==> src/rtl/debug_host.sv <==
// rtl/debug_host.sv - UART debug protocol host: loads a program, starts it, captures a memory dump
//
// Build option: DEBUG_HOST_TIMEOUT_EN enables the RECV idle timeout that drives o_error.
//
// Ports:
//   i_clock, i_reset        system clock, asynchronous active-low reset
//   i_start                 start-sequence pulse (ignored while o_busy)
//   i_prog_size, i_mode     program length and run mode, latched on an accepted i_start
//   o_prog_addr/i_prog_data program ROM read port (data valid one cycle after address)
//   o_tx_data/o_tx_start    byte and one-cycle request to the UART transmitter
//   i_tx_done               transmitter finished the current byte
//   i_rx_data/i_rx_done     received byte and its one-cycle valid strobe
//   o_cap_we/addr/data      capture RAM write port for the memory dump
//   o_busy, o_done, o_error sequence status
module debug_host #(
  parameter int NB_DATA      = 8,
  parameter int NB_SIZE      = 16,
  parameter int NB_PROG_ADDR = 8,
  parameter int NB_ADDR_DM   = 7,
  parameter int DM_DEPTH     = 128,
  parameter int RUN_WAIT     = 1024,
  parameter int TIMEOUT      = 65535
) (
  input  logic                    i_clock,
  input  logic                    i_reset,
  input  logic                    i_start,
  input  logic [NB_SIZE-1:0]      i_prog_size,
  input  logic                    i_mode,
  output logic [NB_PROG_ADDR-1:0] o_prog_addr,
  input  logic [NB_DATA-1:0]      i_prog_data,
  output logic [NB_DATA-1:0]      o_tx_data,
  output logic                    o_tx_start,
  input  logic                    i_tx_done,
  input  logic [NB_DATA-1:0]      i_rx_data,
  input  logic                    i_rx_done,
  output logic                    o_cap_we,
  output logic [NB_ADDR_DM-1:0]   o_cap_addr,
  output logic [NB_DATA-1:0]      o_cap_data,
  output logic                    o_busy,
  output logic                    o_done,
  output logic                    o_error
);

  localparam int WAIT_W = $clog2(RUN_WAIT + 1);

  typedef enum logic [3:0] {
    S_IDLE,
    S_CMD_LOAD,
    S_SIZE_LO,
    S_SIZE_HI,
    S_FETCH,
    S_SEND_PROG,
    S_CMD_MODE,
    S_RUN_WAIT,
    S_CMD_DUMP,
    S_RECV,
    S_DONE
  } state_t;

  state_t                  state;
  state_t                  send_next;
  logic [NB_DATA-1:0]      send_byte;
  logic                    tx_wait;   // send state is in its wait-for-done phase
  logic                    rom_wait;  // SEND_PROG waiting for the ROM read latency
  logic [NB_SIZE-1:0]      size_q;
  logic                    mode_q;
  logic [NB_SIZE-1:0]      idx;
  logic [WAIT_W-1:0]       wait_cnt;
  logic [NB_ADDR_DM-1:0]   rx_cnt;
  logic                    rx_pend;   // received byte registered, written next cycle
  logic [NB_DATA-1:0]      rx_byte;

`ifdef DEBUG_HOST_TIMEOUT_EN
  localparam int TO_W = $clog2(TIMEOUT + 1);
  logic [TO_W-1:0]         to_cnt;
`else
  logic                    unused_timeout;
  assign unused_timeout = (TIMEOUT == 0);
`endif

  // Byte and successor for the fixed-content send states
  always_comb begin
    send_byte = '0;
    send_next = S_IDLE;
    case (state)
      S_CMD_LOAD: begin send_byte = NB_DATA'(8'h01);               send_next = S_SIZE_LO;  end
      S_SIZE_LO:  begin send_byte = NB_DATA'(size_q);              send_next = S_SIZE_HI;  end
      S_SIZE_HI:  begin send_byte = NB_DATA'(size_q >> NB_DATA);   send_next = S_FETCH;    end
      S_CMD_MODE: begin
        send_byte = mode_q ? NB_DATA'(8'h05) : NB_DATA'(8'h04);
        send_next = S_RUN_WAIT;
      end
      S_CMD_DUMP: begin send_byte = NB_DATA'(8'h08);               send_next = S_RECV;     end
      default:    begin send_byte = '0;                            send_next = S_IDLE;     end
    endcase
  end

  always_ff @(posedge i_clock or negedge i_reset) begin
    if (!i_reset) begin
      state       <= S_IDLE;
      tx_wait     <= 1'b0;
      rom_wait    <= 1'b0;
      size_q      <= '0;
      mode_q      <= 1'b0;
      idx         <= '0;
      wait_cnt    <= '0;
      rx_cnt      <= '0;
      rx_pend     <= 1'b0;
      rx_byte     <= '0;
      o_prog_addr <= '0;
      o_tx_data   <= '0;
      o_tx_start  <= 1'b0;
      o_cap_we    <= 1'b0;
      o_cap_addr  <= '0;
      o_cap_data  <= '0;
      o_busy      <= 1'b0;
      o_done      <= 1'b0;
      o_error     <= 1'b0;
`ifdef DEBUG_HOST_TIMEOUT_EN
      to_cnt      <= '0;
`endif
    end else begin
      o_tx_start <= 1'b0;
      o_cap_we   <= 1'b0;
      // Bytes arriving outside RECV never enter the capture pipeline
      rx_pend    <= i_rx_done && (state == S_RECV);
      rx_byte    <= i_rx_data;

      case (state)
        S_IDLE: begin
          if (i_start) begin
            size_q  <= i_prog_size;
            mode_q  <= i_mode;
            o_done  <= 1'b0;
            o_error <= 1'b0;
            o_busy  <= 1'b1;
            idx     <= '0;
            tx_wait <= 1'b0;
            state   <= S_CMD_LOAD;
          end
        end

        S_CMD_LOAD, S_SIZE_LO, S_SIZE_HI, S_CMD_MODE, S_CMD_DUMP: begin
          if (!tx_wait) begin
            o_tx_start <= 1'b1;
            o_tx_data  <= send_byte;
            tx_wait    <= 1'b1;
          end else if (i_tx_done && !o_tx_start) begin
            // A done coincident with our own start strobe belongs to an older byte
            tx_wait  <= 1'b0;
            wait_cnt <= '0;
            rx_cnt   <= '0;
`ifdef DEBUG_HOST_TIMEOUT_EN
            to_cnt   <= '0;
`endif
            state    <= send_next;
          end
        end

        S_FETCH: begin
          // Address wraps modulo the ROM size; the count compares at full width
          o_prog_addr <= NB_PROG_ADDR'(idx);
          if (idx == size_q) begin
            state <= S_CMD_MODE;
          end else begin
            rom_wait <= 1'b1;
            state    <= S_SEND_PROG;
          end
        end

        S_SEND_PROG: begin
          if (rom_wait) begin
            rom_wait <= 1'b0;
          end else if (!tx_wait) begin
            o_tx_start <= 1'b1;
            o_tx_data  <= i_prog_data;
            tx_wait    <= 1'b1;
          end else if (i_tx_done && !o_tx_start) begin
            tx_wait <= 1'b0;
            idx     <= idx + NB_SIZE'(1);
            state   <= S_FETCH;
          end
        end

        S_RUN_WAIT: begin
          // Two cycles of the interval are spent entering and leaving this state
          if (wait_cnt == WAIT_W'(RUN_WAIT - 2)) begin
            state <= S_CMD_DUMP;
          end else begin
            wait_cnt <= wait_cnt + WAIT_W'(1);
          end
        end

        S_RECV: begin
          if (rx_pend) begin
            o_cap_we   <= 1'b1;
            o_cap_addr <= rx_cnt;
            o_cap_data <= rx_byte;
            if (rx_cnt == NB_ADDR_DM'(DM_DEPTH - 1)) begin
              state <= S_DONE;
            end else begin
              rx_cnt <= rx_cnt + NB_ADDR_DM'(1);
            end
          end
`ifdef DEBUG_HOST_TIMEOUT_EN
          if (i_rx_done) begin
            to_cnt <= '0;
          end else if (to_cnt == TO_W'(TIMEOUT - 1)) begin
            o_error <= 1'b1;
            o_busy  <= 1'b0;
            state   <= S_IDLE;
          end else begin
            to_cnt <= to_cnt + TO_W'(1);
          end
`endif
        end

        S_DONE: begin
          o_done <= 1'b1;
          o_busy <= 1'b0;
          state  <= S_IDLE;
        end

        default: state <= S_IDLE;
      endcase
    end
  end

endmodule

==> config.mk <==
export PLATFORM = sky130hd
export DESIGN_NAME = debug_host
export DESIGN_NICKNAME = d
export VERILOG_FILES = /design/src/rtl/debug_host.sv
export SDC_FILE = /design/constraint.sdc
export NUM_CORES = 1
export LEC_CHECK = 0
export ABC_AREA = 0
export CAP_MARGIN = 25
export CORE_MARGIN = 5
export CORE_UTILIZATION = 54
export DETAILED_ROUTE_END_ITERATION = 8
export PLACE_DENSITY = 0.8
export SLEW_MARGIN = 20
export SYNTH_ARGS = -nofsm -noshare
export SYNTH_HDL_FRONTEND = slang
export SYNTH_SLANG_ARGS = --single-unit
export TNS_END_PERCENT = 30
==> constraint.sdc <==
create_clock -name i_clock -period 2.5 [get_ports i_clock]
set_input_delay 0.25 -clock i_clock [delete_from_list [all_inputs] [get_ports i_clock]]
set_output_delay 0.25 -clock i_clock [all_outputs]
set_load 0.05 [all_outputs]
### After elaboration in Yosys (flattened, before gate mapping)

Index checks and enable logic that the tools add are counted.

| word-level totals | value |
|---|---|
| register bits | 101 |
| input port bits | 38 |
| output and inout port bits | 36 |
| word-level logic and storage cells | 117 |

| cells by class | value |
|---|---|
| add/subtract/negate cells | 3 |
| eq/ne operators | 27 |
| mux-type cells | 47 |
| reduce and logical (&&, ||, !) cells | 22 |

Operators by type and width:

| cell | number |
|---|---|
| $mux 16 | 4 |
| $pmux 8 s5 | 1 |
| $mux 4 | 9 |
| $mux 11 | 3 |
| $pmux 16 s2 | 1 |
| $mux 7 | 4 |
| $ne 2x2->1 const B | 13 |
| $mux 8 | 3 |
| $pmux 4 s6 | 1 |
| $pmux 11 s2 | 1 |
| $pmux 4 s5 | 1 |
| $add 16x1->16 const B | 1 |
| $eq 16x16->1 | 1 |
| $eq 4x3->1 const B | 4 |
| $pmux 8 s2 | 1 |
| $pmux 7 s2 | 1 |
| $eq 4x4->1 const B | 3 |
| $reduce_bool 2->1 | 6 |
| $add 11x1->11 const B | 1 |
| $eq 11x10->1 const B | 1 |
| $mux 1 | 11 |
| $reduce_and 5->1 | 2 |
| $reduce_and 9->1 | 1 |
| $eq 4x2->1 const B | 2 |
| 15 further kinds | 23 |

### Longest topological paths before layout

| logic depth | value |
|---|---|
| depth in word-level cells | 6 |
| gate-level depth with buffers | 8 |

### Least setup slack after synthesis

Ideal clock, no wire load.

| timing | value |
|---|---|
| kind | register to register |
| start | register o_tx_start |
| end | register idx[15] |
| library setup time | 0.079 ns |
| arrival | 2.484 ns |
| required time | 2.421 ns |
| slack | -0.062 ns |
| cell stages (with the launch flop) | 8 |
| buffers on the path | 2 |
| cells stage by stage | dfrtp_1 > nand3b_1 > o32a_1 > buf_6 > or4b_1 > buf_2 > or4_1 > a21oi_1 |

| between the ends | value |
|---|---|
| word-level cells in the longest chain between the ends | 4 |

RTL lines:

| item | RTL line | source |
|---|---|---|
| start, declared | 32 | `output logic o_tx_start,` |
| start signal, assigned | 112 | `o_tx_start <= 1'b0;` |
| start signal, assigned | 123 | `o_tx_start <= 1'b0;` |
| start signal, assigned | 145 | `o_tx_start <= 1'b1;` |
| $logic_not 1->1 | 178 | `end else if (i_tx_done && !o_tx_start) begin` |
| $logic_and 1x1->1 | 178 |  |
| $ne 2x2->1 (no source line) | n/a |  |
| $reduce_and 5->1 (no source line) | n/a |  |
| end signal, assigned | 180 | `idx <= idx + NB_SIZE'(1);` |
| end, declared | 67 | `logic [NB_SIZE-1:0] idx;` |

No other way between the ends.
A chain may end at the register's enable or synchronous reset.

### Worst setup path after layout

Same ends and word-level chain as after synthesis.

==> out/results.md <==
* total gr overflow: 0
* All-Layer GR Usage: 20.60%
* length of the first detailed-routing pass in iterations: 6
* Die Y-Extent: 104.8 um
* number of instances in the placed design: 630
* post-cts resize count: 0
* beginning of the worst register-to-register path: o_tx_start
* run status: finished clean
* share of synthesized area occupied by flip-flops and latches: 52.06%
* number of buffers inserted by port buffering: 72
* Pins Over Slew Limit: 0
* leakage: 2.669 nW
* number of warnings reported in the yosys synthesis log: 0
* length in cells of the worst reg-to-reg path: 5
* number of CTS-inserted buffers: 9
* TritonCTS Sinks: 101
* detailed-route wire length: 10930 um
* Min-Delay Path Depth: 1
* number of antenna violations at the first check in global routing: 0
* CP required: 2.79 ns
* Post CTS Setup Buffer Count: 0
* die width: 104.8 um
* area of the die: 10990 um2
* finished layout cell area: 6005 um2
* mean post-synth cell area: 10.67 um2
* worst min-delay path category: in -> reg
* Vias: 3840
* top cells by area, synth: dfrtp_1, mux2_2, xor2_1, o21ai_0, nand2_1
* Starting Density: 55.67%
* pin slew with the least headroom to its limit: 0.6591 ns
* Detailed Route Iter0 Violations: 320
* CTS Root Cell: clkbuf_8
* worst setup path start: o_tx_start
* highest clock frequency the design can meet: 0.4329 GHz
* worst hold slack: 0.3092 ns
* Total Neg Setup Slack: 0 ns
* Setup-failing EPs final: 0
* clk_lat worst skew: 0.37 ns
* wire length of the first global-routing pass: 18790 um
* share of synthesized registers carrying an async set or reset: 100.0%
* cell with the most instances after synthesis: dfrtp_1
* termination of the worst setup path: idx[15]
* netlist area before placement: 4855 um2
* ratio of cells with drive above 1 in the final layout: 14.29%
* total of hold buffers inserted after clock tree synthesis: 1
* part of the cycle the worst path needs: 92.41%
* crit path max fanout: 5
* predominant post-synthesis flop cell: dfrtp_1
* min Tclk post-route: 2.310 ns
* number of antenna-violating nets in the routed design: 0
* critical path arrival: 2.60 ns
* Max H-tree Level: 3
* number of distinct library cells after synthesis: 55
* number of diodes: 0
* post-synth top area cell: dfrtp_1
* number of instances in the synthesized netlist: 455
* area share of the largest cell type after synthesis: 52.06%
* Floorplan Core Area: 8721 um2
* flops & latches, synth: 101
* relative area change from synthesis to final layout: 23.69%
* setup slack on the worst flop-to-flop path: 0.19 ns
* standard cell area after detailed placement: 5763 um2
* CTS tree: done
* num rows: 34
* Commonest cells post-synth: dfrtp_1, mux2_2, nand2_1
* num ports: 74
* post-detailed-route DRC marker count: 0
* final hold viol count: 0
* type of origin of the critical path: flip-flop
* Worst VDD drop: 1.070 mV
* wire per inst: 16.89 um
* EDFF count, synth: 0
* Worst-path clk slew: 0.10 ns
* setup repair after global routing missed its margin: no
* final clock skew: 0.01238 ns
* maximum number of pins on one net before global-route repair: 53
* total power consumption of the routed design: 0.005888 W
* PD cells: 980.5 nW/um2
* Final HPWL DP: 7948 um
* ratio of routed vias to standard cells: 5.935
* final std cells w/o fill: 647
* count of maximum capacitance violations: 0
* Crit. End Element: flip-flop
* post-synth net total: 497
* Final GP Congestion: 0.8908
* worst r2r dst: idx[15]
* maximum buffer depth of the clock tree: 2
* Setup CP Type: reg -> reg
* worst slew slack as a fraction of its limit: 56.06%
* Total Nets Final: 576
* via count of the first global-routing pass: 3868
how the worst min path moves through the flow:
stage	start	end	slack [ns]
6_report	i_rx_data[7]	rx_byte[7]	0.31
5_1_grt	i_rx_data[7]	rx_byte[7]	0.29
4_1_cts	i_rx_data[5]	rx_byte[5]	0.30
3_5_place_dp	i_reset	size_q[6]	0.32
3_3_place_gp	i_reset	size_q[4]	0.32
2_1_floorplan	i_reset	idx[0]	-0.05
per-layer routing:
metal  wire, um  GRT usage (%)
met5          0              0
met4        129          5.297
met3        735          4.316
met2       5089          32.24
met1       4971          29.45
layout by cell type, fill, tap and decap left out, drive strengths merged, types with 2 or more instances in the layout:
| master | synthesis | layout |
|---|---|---|
| a211oi | 2 | 2 |
| a21oi | 14 | 14 |
| a22o | 2 | 2 |
| a22oi | 6 | 6 |
| a31oi | 8 | 8 |
| and2 | 4 | 4 |
| and3 | 6 | 6 |
| and4 | 3 | 3 |
| buf | 5 | 19 |
| bufinv | 0 | 2 |
| clkbuf | 18 | 9 |
| clkdlybuf4s50 | 0 | 71 |
| clkinv | 0 | 2 |
| dfrtp | 101 | 101 |
| ha | 4 | 4 |
| inv | 14 | 16 |
| mux2 | 46 | 46 |
| mux2i | 4 | 4 |
| nand2 | 34 | 34 |
| nand2b | 11 | 11 |
| nand3 | 15 | 15 |
| nand4 | 8 | 8 |
| nor2 | 27 | 27 |
| nor2b | 5 | 5 |
| nor3 | 7 | 7 |
| nor3b | 3 | 3 |
| nor4 | 12 | 12 |
| o211ai | 5 | 5 |
| o21ai | 29 | 29 |
| o21bai | 2 | 2 |
| o311a | 2 | 2 |
| o31ai | 7 | 7 |
| o32ai | 2 | 2 |
| or3 | 7 | 7 |
| or4 | 2 | 2 |
| xnor2 | 9 | 9 |
| xor2 | 17 | 17 |
where the power goes:
group	switching (W)	total (W)	leakage [nW]	internal (W)
clock	0.000594	0.00118	0.113	0.000581
sequential	0.000492	0.00260	1.32	0.00211
combinational	0.00121	0.00211	1.24	0.000908
total	0.00229	0.00589	2.67	0.00360
kinds of logic after synthesis:
| family | count (synthesis) | share of synthesized area [%] |
|---|---|---|
| compound gates | 86 | 11.34 |
| xor+xnor | 26 | 4.691 |
| fa+ha+maj | 4 | 1.031 |
| buf+inv | 37 | 3.118 |
| flops | 101 | 52.06 |
| mux | 50 | 11.49 |
| other cells | 1 | 0.07725 |
| simple gates | 150 | 16.19 |
sequential cells by signal, summed over array words and instances (netlist names):
| name | cells |
|---|---|
| idx | 16 |
| mode_q | 1 |
| o_busy | 1 |
| o_cap_addr | 7 |
| o_cap_data | 8 |
| o_cap_we | 1 |
| o_done | 1 |
| o_prog_addr | 8 |
| o_tx_data | 8 |
| o_tx_start | 1 |
| rom_wait | 1 |
| rx_byte | 8 |
| rx_cnt | 7 |
| rx_pend | 1 |
| size_q | 16 |
| state | 4 |
| tx_wait | 1 |
| wait_cnt | 11 |
layout make-up:
cell class	instances	area (um2)
Inverter	14	52.55
Clock buffer	9	123.9
Fill cell	630	2716
Timing Repair Buffer	91	875.8
Multi-Input combinational cell	317	2181
Clock inverter	7	107.6
Sequential cell	101	2529
Tap cell	108	135.1
worst max-delay path, stage by stage, from the launching register on:
cell and delay, ns:
dfrtp_2 0.42, nand3b_1 0.20, o32a_1 0.38, or4b_1 0.58
or4_1 0.50, a21oi_1 0.15
through the flow:
stage	setup slack, ns	util, %
floorplan	0.02994	-
global placement	0.03076	66.08
detailed placement	-0.06475	66.08
CTS	0.2043	68.85
global route	0.1135	68.85
finish	0.1898	68.85
Power figures use the tool's default switching activity.
